File: config.mk
export PLATFORM = sky130hd
export DESIGN_NAME = seg_scan_ctrl
export DESIGN_NICKNAME = d
export VERILOG_FILES = /design/src/rtl/seg_scan_ctrl.sv
export SDC_FILE = /design/constraint.sdc
export NUM_CORES = 1
export LEC_CHECK = 0
export BUFFER_PORTS_ARGS = -buffer_cell sky130_fd_sc_hd__clkbuf_2
export CAP_MARGIN = 20
export CORE_MARGIN = 10
export CORE_UTILIZATION = 55
export DETAILED_ROUTE_END_ITERATION = 10
export PLACE_DENSITY = 0.76
export SYNTH_ARGS = -nofsm -noshare
export SYNTH_HDL_FRONTEND = slang
export SYNTH_SLANG_ARGS = --single-unit
File: constraint.sdc
create_clock -name clk -period 12.01 [get_ports clk]
set_input_delay 0.6005 -clock clk [delete_from_list [all_inputs] [get_ports clk]]
set_output_delay 0.6005 -clock clk [all_outputs]
set_load 0.05 [all_outputs]
File: src/rtl/seg_scan_ctrl.sv
// Scan controller for an 8-digit seven-segment display: steps one digit per prescaler period and
// presents that digit's nibble, anode enable and decimal point from frame-synchronous shadow registers.
module seg_scan_ctrl #(
    parameter int DIV = 100000
) (
    input  logic        clk,
    input  logic        rst,
    input  logic [31:0] data_in,
    input  logic [7:0]  dp_in,
    input  logic [7:0]  blank_in,
    input  logic        load,
    output logic [3:0]  digit,
    output logic [7:0]  AN,
    output logic        dp,
    output logic [2:0]  digit_idx,
    output logic        frame_done,
    output logic        load_ack
);

    localparam int PW = (DIV > 2) ? $clog2(DIV) : 1;

    logic [PW-1:0] presc;
    logic [31:0]   sh_data, pend_data, sh_data_nxt;
    logic [7:0]    sh_dp, pend_dp, sh_dp_nxt;
    logic [7:0]    sh_blank, pend_blank, sh_blank_nxt;
    logic          pend_vld;

    logic          tick, commit, take;
    logic [2:0]    idx_nxt;
    logic          blanked;
    logic [3:0]    digit_nxt;
    logic [7:0]    an_nxt;
    logic          dp_nxt;

    // Outputs are registered from the post-edge index and shadow state, so a commit is visible
    // on the very edge that moves the scan back to digit 0.
    always_comb begin
        tick         = (presc == PW'(DIV - 1));
        commit       = tick && (digit_idx == 3'd7);
        idx_nxt      = tick ? digit_idx + 3'd1 : digit_idx;
        sh_data_nxt  = sh_data;
        sh_dp_nxt    = sh_dp;
        sh_blank_nxt = sh_blank;
        take         = 1'b0;
        if (commit && load) begin
            sh_data_nxt  = data_in;
            sh_dp_nxt    = dp_in;
            sh_blank_nxt = blank_in;
            take         = 1'b1;
        end else if (commit && pend_vld) begin
            sh_data_nxt  = pend_data;
            sh_dp_nxt    = pend_dp;
            sh_blank_nxt = pend_blank;
            take         = 1'b1;
        end
        blanked   = sh_blank_nxt[idx_nxt];
        digit_nxt = sh_data_nxt[{idx_nxt, 2'b00} +: 4];
        an_nxt    = blanked ? 8'hFF : ~(8'b1 << idx_nxt);
        dp_nxt    = blanked ? 1'b1 : ~sh_dp_nxt[idx_nxt];
    end

    always_ff @(posedge clk) begin
        if (rst) begin
            presc      <= '0;
            digit_idx  <= 3'd0;
            sh_data    <= 32'd0;
            sh_dp      <= 8'd0;
            sh_blank   <= 8'hFF;
            pend_vld   <= 1'b0;
            digit      <= 4'd0;
            AN         <= 8'hFF;
            dp         <= 1'b1;
            frame_done <= 1'b0;
            load_ack   <= 1'b0;
        end else begin
            presc      <= tick ? '0 : presc + PW'(1);
            digit_idx  <= idx_nxt;
            sh_data    <= sh_data_nxt;
            sh_dp      <= sh_dp_nxt;
            sh_blank   <= sh_blank_nxt;
            digit      <= digit_nxt;
            AN         <= an_nxt;
            dp         <= dp_nxt;
            frame_done <= commit;
            load_ack   <= take;
            if (take)
                pend_vld <= 1'b0;
            else if (load)
                pend_vld <= 1'b1;
        end
    end

    // Pending data is qualified by pend_vld, so it needs no reset of its own.
    always_ff @(posedge clk) begin
        if (load && !commit) begin
            pend_data  <= data_in;
            pend_dp    <= dp_in;
            pend_blank <= blank_in;
        end
    end

endmodule

==> impl_metrics.tcl, run 1 <==
set metrics [dict create \
    avgRoutedWirePerCell_um 18.4 \
    crit_type "reg2reg" \
    synth_flop_cell "dfxtp_1" \
    synth_area_mm2 0.00574 \
    synth_nets 580 \
    worstRegToRegCells 7 \
    antenna_found_initial 0 \
    numCtsBuffers 17 \
    pin_count 69 \
    seq_area_frac_synth_pct 54.4 \
    fin_crit_ns 3.63 \
    hp-class "in2reg" \
    fmax_ghz 0.276 \
    synth_area_per_cell_um2 10.9 \
    synthArstFlopShare_pct 0 \
    core_area_mm2 0.0102 \
    ff2ff_setup_slack_ns 8.38 \
    finalWirelength_mm 13.4 \
    die_w_um 122 \
    fin_setup_tns_ns 0 \
    cts_buffer_depth 2 \
    status "completed" \
    dieArea_mm2 0.0149 \
    finalHoldViolCount 0 \
    r2r-start "digit_idx[0]" \
    grt_pass1_wl_mm 21.5 \
    grt_max_degree 88 \
    grt_pass1_vias 4257 \
    viasPerCell 5.93 \
    cts_root_buffer "clkbuf_8" \
    cp-end-kind "register" \
    r2r_end "digit[2]" \
    netlist_instances 526 \
    final_antenna_net_count 0 \
    start_kind "register" \
    postCtsSetupBuffers 0 \
    cap_violations 0 \
    cts_max_level 4 \
    place_hpwl_mm 8.80 \
    nNetsFinal 635 \
    area.growth.synth_to_final_pct 17.7 \
    rsz0062_at_grt "no" \
    startpoint "digit_idx[0]" \
    place.gp.congestion 0.822 \
    ys_ff_latch 132 \
    worst_ep_arrival_time_ns 4.05 \
    yosysWarningCount 0 \
    cp_max_fo 34 \
    drive_gt1_share_pct 22.6 \
    die_h_um 122 \
    finalMaxSlewViolations 0 \
    vias 4328 \
    ctsHoldBuffers 0 \
    critPathCapture "digit[2]" \
    post_synth_num_cell_types 68 \
    clock_sinks 132 \
    critPathRequiredTime_ns 12.44 \
    setup_viol 0 \
    fin_skew_ns 0.00756 \
    overflow 0 \
    antennaDiodeCount 0 \
    dr.pass1.iters 5 \
    p_leak_nw 2.73 \
    cts_resized 0 \
    drtIter0Drc 406 \
    cts_tree "yes" \
    drc 0 \
    power_mw 1.07 \
    port_buffers 68 \
    row_count 37 \
    finalCritPeriodShare_pct 30.2 \
    initial_core_util_pct 56.1 \
    groute.usage.overall_pct 18.2 \
    vdd_drop_max_v 0.0000858 \
    synth_edf_count 48 \
    worstMarginPinSlew_ns 0.835 \
    maxSlewHeadroom_pct 44.3 \
    clock_latency_ns 0.54 \
    cts.clk_slew.worst_paths_ns 0.06 \
    powerDensity_mw_per_mm2 158 \
]
-- flip-flops by register name, indices dropped and copies added (netlist names) --
name and flops:
frame_done 1, digit_idx 3, sh_data 32, dp 1, pend_dp 8, AN 8, sh_dp 8, pend_data 32
load_ack 1, sh_blank 8, digit 4, pend_vld 1, presc 17, pend_blank 8
-- report_power, final --
| part | switching (mW) | internal [mW] | total (mW) | leakage [nW] |
|---|---|---|---|---|
| Clock | 0.192 | 0.363 | 0.555 | 0.304 |
| Sequential | 0.00505 | 0.479 | 0.484 | 1.15 |
| Combinational | 0.0172 | 0.00965 | 0.0268 | 1.28 |
| Total | 0.214 | 0.852 | 1.07 | 2.73 |
-- critical path: stages (launching register included) --
cell and delay [ns]:
dfxtp_1 0.50, ha_1 0.21, ha_1 0.70, nand3_4 0.67
mux2i_1 0.39, a211oi_1 0.11, or4_1 0.57, a221o_1 0.34
-- synth_stat cells (2+ instances only) --
cell	n	area, um2
dfxtp_1	84	1680
nor2_1	75	282
edfxtp_1	48	1440
a211oi_1	42	315
mux2i_1	36	360
clkbuf_1	17	63.8
nand2_1	15	56.3
a21oi_1	14	70.1
buf_2	14	70.1
o21ai_0	14	70.1
nand3_1	13	65.1
xor2_1	11	96.3
mux2_2	10	113
nor3_1	9	45.0
and3_1	8	50.1
o211ai_1	7	52.6
a221oi_1	6	52.6
or2_2	6	37.5
a22o_1	5	43.8
a32o_1	5	50.1
and2_1	5	31.3
inv_1	5	18.8
nand2b_1	5	31.3
o22ai_1	5	31.3
nor2b_1	4	25.0
a221o_1	3	30.0
a31oi_1	3	18.8
ha_1	3	37.5
o21bai_1	3	22.5
o41ai_1	3	26.3
xnor2_1	3	26.3
and4_1	2	17.5
and4bb_2	2	25.0
buf_1	2	7.51
nand4_1	2	12.5
nand4b_1	2	17.5
o21ai_1	2	10.0
o22a_1	2	17.5
or3_1	2	12.5
-- through the flow --
step           instance area, um2  std cells  utilization (%)  hold WS [ns]  setup WS (ns)
6_report                     6750        730             66.0         0.246           8.38
5_1_grt                      6750        730             66.0         0.237           8.14
4_1_cts                      6750        730             66.0         0.233           8.42
3_5_place_dp                 6110        698             59.8         0.465           8.43
3_3_place_gp                 6110        698             59.8         0.443           8.55
2_1_floorplan                5740        526                -         0.430           8.20
-- worst min path at each step --
stage	startpoint	endpoint	slack, ns	cells after the start
global route	data_in[20]	pend_data[20]	0.24	1
detailed placement	presc[0]	presc[0]	0.46	1
finish	data_in[20]	pend_data[20]	0.25	1
floorplan	presc[0]	presc[0]	0.43	1
CTS	data_in[20]	pend_data[20]	0.23	1
global placement	presc[0]	presc[0]	0.44	1
-- final cells by class --
cell class              instances  area, um2
inverters                       6       22.5
clock buffers                  19        432
well taps                     136        170
flip-flops and latches        132       3120
fillers                       765       3480
multi-input cells             353       2430
repair buffers                 71        363
clock inverters                13        205
-- cell families after synthesis --
logic type	Yosys count	synth area share, %
AND/OR/NAND/NOR	160	14.1
XOR/XNOR	14	2.14
flip-flops	132	54.4
multiplexers	48	8.75
buffers and inverters	41	3.25
AO/OA/AOI/OAI	128	16.7
adder cells (fa/ha/maj)	3	0.654
-- layout by cell type (no fill, tap or decap), types with 9 or more instances in the layout --
| master | count |
|---|---|
| o21ai_0 | 14 |
| nor2_1 | 74 |
| mux2i_1 | 36 |
| a21oi_1 | 14 |
| xor2_1 | 11 |
| clkbuf_16 | 16 |
| nor3_1 | 9 |
| edfxtp_1 | 48 |
| nand2_1 | 15 |
| a211oi_1 | 42 |
| clkbuf_2 | 68 |
| mux2_2 | 10 |
| dfxtp_1 | 84 |
| nand3_1 | 13 |
-- layer usage --
layer / vias up / GRT usage (%) / routed length (um)
met5: - / 0 / 0
met4: 0 / 7.95 / 286
met3: 26 / 5.55 / 956
met2: 157 / 28.0 / 6150
met1: 2054 / 23.2 / 6000
li1: 2091 / - / -
Power figures use the tool's default switching activity.
==> run 2: changes to the inputs <==
==> constraint.sdc (replaced) <==
create_clock -name clk -period 3.7 [get_ports clk]
set_input_delay 0.185 -clock clk [delete_from_list [all_inputs] [get_ports clk]]
set_output_delay 0.185 -clock clk [all_outputs]
set_load 0.05 [all_outputs]
==> impl_metrics.tcl, run 2 (same netlist as run 1, synthesis figures left out) <==
set metrics [dict create \
    cap_violations 0 \
    viasPerCell 5.88 \
    fmax_ghz 0.318 \
    clock_sinks 132 \
    layout_common_cells "84 x dfxtp_1, 74 x nor2_1, 68 x clkbuf_2" \
    cts_root_buffer "clkbuf_8" \
    top_regs "pend_data: 32 flops, sh_data: 32 flops, presc: 17 flops" \
    fin_setup_tns_ns 0 \
    powerDensity_mw_per_mm2 487 \
    drive_gt1_share_pct 21.7 \
    vdd_drop_max_v 0.000426 \
    core_area_mm2 0.0102 \
    drtIter0Drc 466 \
    row_count 37 \
    worstRegToRegCells 9 \
    fin_util_pct 71.6 \
    die_w_um 122 \
    pin_count 69 \
    maxSlewHeadroom_pct 46.0 \
    grt_util_met3_pct 5.87 \
    cp_slowest_cell "and4_4" \
    grt_pass1_vias 4600 \
    num-fill-cells 703 \
    groute.usage.overall_pct 19.9 \
    crit_type "reg2reg" \
    fin_skew_ns 0.00554 \
    cts_max_level 4 \
    overflow 0 \
    cts_buffer_depth 2 \
    hp-class "in2reg" \
    place.gp.congestion 0.891 \
    status "completed" \
    numCtsBuffers 17 \
    holdPathEnd "digit_idx[1]" \
    dieArea_mm2 0.0149 \
    finalHoldViolCount 0 \
    cts.clk_slew.worst_paths_ns 0.06 \
    antenna_found_initial 0 \
    final_antenna_net_count 0 \
    p_leak_nw 2.98 \
    worstMarginPinSlew_ns 0.806 \
    drc 0 \
    min_from "rst" \
    dr.pass1.iters 6 \
    area.growth.synth_to_final_pct 27.6 \
    grt_pass1_wl_mm 23.5 \
    use_met1_pct 25.0 \
    worstHoldPathCells 2 \
    power_mw 3.57 \
    ff2ff_setup_slack_ns 0.55 \
    antennaDiodeCount 0 \
    final_common_cell "dfxtp_1" \
    place_hpwl_mm 9.41 \
    initial_core_util_pct 56.1 \
    die_h_um 122 \
    finalMaxSlewViolations 0 \
    cp_max_fo 30 \
    nNetsFinal 690 \
    cp-end-kind "register" \
    r2r-start "presc[0]" \
    setup_ws_ns 0.553 \
    grt_max_degree 80 \
    critPathRequiredTime_ns 4.13 \
    clock_latency_ns 0.54 \
    finalCritPeriodShare_pct 85.0 \
    setup_viol 0 \
    cts_tree "yes" \
    port_buffers 68 \
    path_cells "ha_1 -> and4_1 -> and4_4 -> mux2_2 -> nand2b_1 -> clkinv_1 -> nand2_1 -> o32ai_1 -> a221o_1" \
    rsz0062_at_grt "no" \
    avgRoutedWirePerCell_um 18.7 \
    r2r_end "digit[2]" \
    fin_crit_ns 3.15 \
    worst_ep_arrival_time_ns 3.57 \
    finalWirelength_mm 14.7 \
    cts_resized 0 \
    grt_busiest_layer "met2" \
    max_stage_delay_ns 0.54 \
    vias 4613 \
    use_met2_pct 31.4 \
    place_ws_ns 0.596 \
    start_kind "register" \
]
==> run 2: cell types whose count changed in the layout (fill, tap and decap cells not counted), sizes merged <==
| cell | before | now |
|---|---|---|
| dlygate4sd3 | 0 | 48 |
| buf | 3 | 10 |
| clkinv | 5 | 6 |
| bufinv | 5 | 6 |
| clkbuf | 87 | 85 |
==> run 2: final cells by class <==
cell class | count | area, um2 | share of cell area [%]
inverters | 6 | 22.5 | 0.308
well taps | 136 | 170 | 2.32
flip-flops and latches | 132 | 3120 | 42.7
clock buffers | 17 | 414 | 5.66
clock inverters | 15 | 235 | 3.21
multi-input cells | 353 | 2430 | 33.3
repair buffers | 126 | 921 | 12.6
==> run 2: critical path: cells and delay by family, from the launching register on <==
kind	cells	cell delay, ns
simple gates	4	1.28
compound gates	2	0.36
flops	1	0.37
fa+ha+maj	1	0.23
mux	1	0.45
buf+inv	1	0.34
==> run 2: timing repair <==
action,CTS,global route
hold endpoints to repair,83,0
hold buffers,48,0
setup buffers,0,0
==> run 2: worst max-delay path by stage <==
stage / start / endpoint / slack [ns] / depth (start not counted)
floorplan: presc[0] / pend_blank[0] / 0.69 / 7
global placement: presc[0] / digit[2] / 0.69 / 9
detailed placement: presc[0] / digit[2] / 0.60 / 9
CTS: presc[0] / digit[3] / 0.55 / 9
global route: presc[0] / digit[2] / 0.36 / 9
finish: presc[0] / digit[2] / 0.55 / 9
==> run 2: power by group <==
part	internal [mW]	switching (mW)	leakage, nW	total [mW]
logic	0.0661	0.0651	1.52	0.131
registers	1.55	0.0180	1.15	1.57
clock network	1.22	0.637	0.311	1.86
==> run 2: per-stage QoR <==
stage / instance area, um2 / instances / hold WS, ns
global placement: 6190 / 705 / 0.381
global route: 7320 / 785 / 0.109
finish: 7320 / 785 / 0.103
CTS: 7320 / 785 / 0.0821
detailed placement: 6190 / 705 / 0.382
floorplan: 5740 / 526 / 0.284
==> run 2: routing by layer <==
metal | wire length, um | part of all wire (%)
met5 | 0 | 0
met4 | 298 | 2.0
met3 | 1080 | 7.4
met2 | 7030 | 48
met1 | 6280 | 43
==> run 3: changes to the inputs <==
--- a/config.mk
+++ b/config.mk
@@ -7,7 +7,7 @@
 export LEC_CHECK = 0
 export BUFFER_PORTS_ARGS = -buffer_cell sky130_fd_sc_hd__clkbuf_2
 export CAP_MARGIN = 20
-export CORE_MARGIN = 10
+export CORE_MARGIN = 2
 export CORE_UTILIZATION = 55
 export DETAILED_ROUTE_END_ITERATION = 10
 export PLACE_DENSITY = 0.76
==> constraint.sdc (replaced) <==
create_clock -name clk -period 3.11 [get_ports clk]
set_input_delay 0.1555 -clock clk [delete_from_list [all_inputs] [get_ports clk]]
set_output_delay 0.1555 -clock clk [all_outputs]
set_load 0.05 [all_outputs]
==> impl_metrics.tcl, run 3 (same netlist as run 1, synthesis figures left out) <==
set metrics [dict create \
    maxSlewHeadroom_pct 43.6 \
    port_buffers 68 \
    vdd_drop_max_v 0.000653 \
    dieArea_mm2 0.0113 \
    fmax_ghz 0.346 \
    finalHoldViolCount 0 \
    clock_sinks 132 \
    fin_crit_ns 2.89 \
    start_kind "register" \
    p_leak_nw 2.99 \
    crit_type "reg2reg" \
    numCtsBuffers 17 \
    nNetsFinal 697 \
    finalCritPeriodShare_pct 92.9 \
    place.gp.congestion 0.847 \
    worst_ep_arrival_time_ns 3.31 \
    powerDensity_mw_per_mm2 539 \
    groute.usage.overall_pct 26.0 \
    place_hpwl_mm 9.06 \
    fin_setup_tns_ns 0 \
    hp-class "in2reg" \
    antenna_found_initial 0 \
    grt_max_degree 41 \
    top_regs "pend_data: 32 flops, sh_data: 32 flops, presc: 17 flops" \
    die_h_um 106 \
    vias 4681 \
    pin_count 69 \
    cts_tree "yes" \
    layout_common_cells "84 x dfxtp_1, 74 x nor2_1, 68 x clkbuf_2" \
    cp_max_fo 40 \
    finalWirelength_mm 14.0 \
    power_mw 3.95 \
    avgRoutedWirePerCell_um 17.7 \
    grt_pass1_wl_mm 22.6 \
    cap_violations 0 \
    final_antenna_net_count 0 \
    finalMaxSlewViolations 0 \
    status "completed" \
    viasPerCell 5.91 \
    cts_buffer_depth 2 \
    worstMarginPinSlew_ns 0.842 \
    area.growth.synth_to_final_pct 27.9 \
    cts.clk_slew.worst_paths_ns 0.06 \
    row_count 37 \
    overflow 0 \
    drc 0 \
    critPathRequiredTime_ns 3.53 \
    clock_latency_ns 0.54 \
    initial_core_util_pct 56.1 \
    rsz0062_at_grt "no" \
    dr.pass1.iters 7 \
    antennaDiodeCount 0 \
    core_area_mm2 0.0102 \
    die_w_um 106 \
    cts_root_buffer "clkbuf_8" \
    final_common_cell "dfxtp_1" \
    drive_gt1_share_pct 22.3 \
    grt_pass1_vias 4640 \
    cp-end-kind "register" \
    cts_max_level 4 \
    setup_viol 0 \
    drtIter0Drc 380 \
    fin_skew_ns 0.00981 \
]
[run 3: repair_timing]
item | CTS | global route
hold buffers | 48 | 0
endpoints found under the setup margin | 0 | 2
resized for setup | 0 | 1
setup buffers | 0 | 0
endpoints found under the hold margin | 90 | 0
[run 3: stage by stage]
stage               util, %  setup slack [ns]  instances  instance area [um2]  hold WS, ns
floorplan                 -             0.102        526                 5740        0.254
global placement       61.3             0.286        712                 6270        0.351
detailed placement     61.3             0.231        712                 6270        0.354
CTS                    71.6             0.216        792                 7330        0.101
global route           71.7            0.0117        792                 7330        0.150
finish                 71.7             0.222        792                 7330        0.163
[run 3: final cells by class]
cell class	count	area, um2
Tap cell	136	170
Sequential cell	132	3120
Multi-Input combinational cell	353	2440
Clock inverter	9	101
Timing Repair Buffer	133	998
Fill cell	724	2900
Clock buffer	23	477
Inverter	6	22.5
[run 3: power by group]
part           internal, mW  total, mW  switching [mW]
logic                0.0787      0.157          0.0784
clock network          1.22       1.93           0.709
registers              1.85       1.87          0.0203
total                  3.15       3.95           0.808
[run 3: final timing paths]
path                            cells past startpoint     start           to  slack, ns
worst min register to register                      1  presc[0]     presc[0]       0.47
worst max-delay path                                9  presc[0]     digit[2]       0.22
worst min-delay path                                3      load  sh_blank[6]       0.16
worst max register to register                      9  presc[0]     digit[2]       0.22
[run 3: worst max-delay path: stages (launching register included)]
cell	delay, ns
dfxtp_1	0.37
ha_1	0.23
and4_1	0.26
and4_4	0.35
nand3_2	0.27
buf_12	0.27
nor2_1	0.15
a211oi_1	0.07
or4_1	0.48
a221o_1	0.33
[run 3: routing by layer]
layer	track usage [%]	part of all wire, %	wire length, um	vias up
li1	-	-	-	2212
met1	33.1	43	5990	2206
met2	40.9	47	6560	226
met3	7.42	7.2	1010	37
met4	12.7	3.1	438	0
met5	0	0	0	-
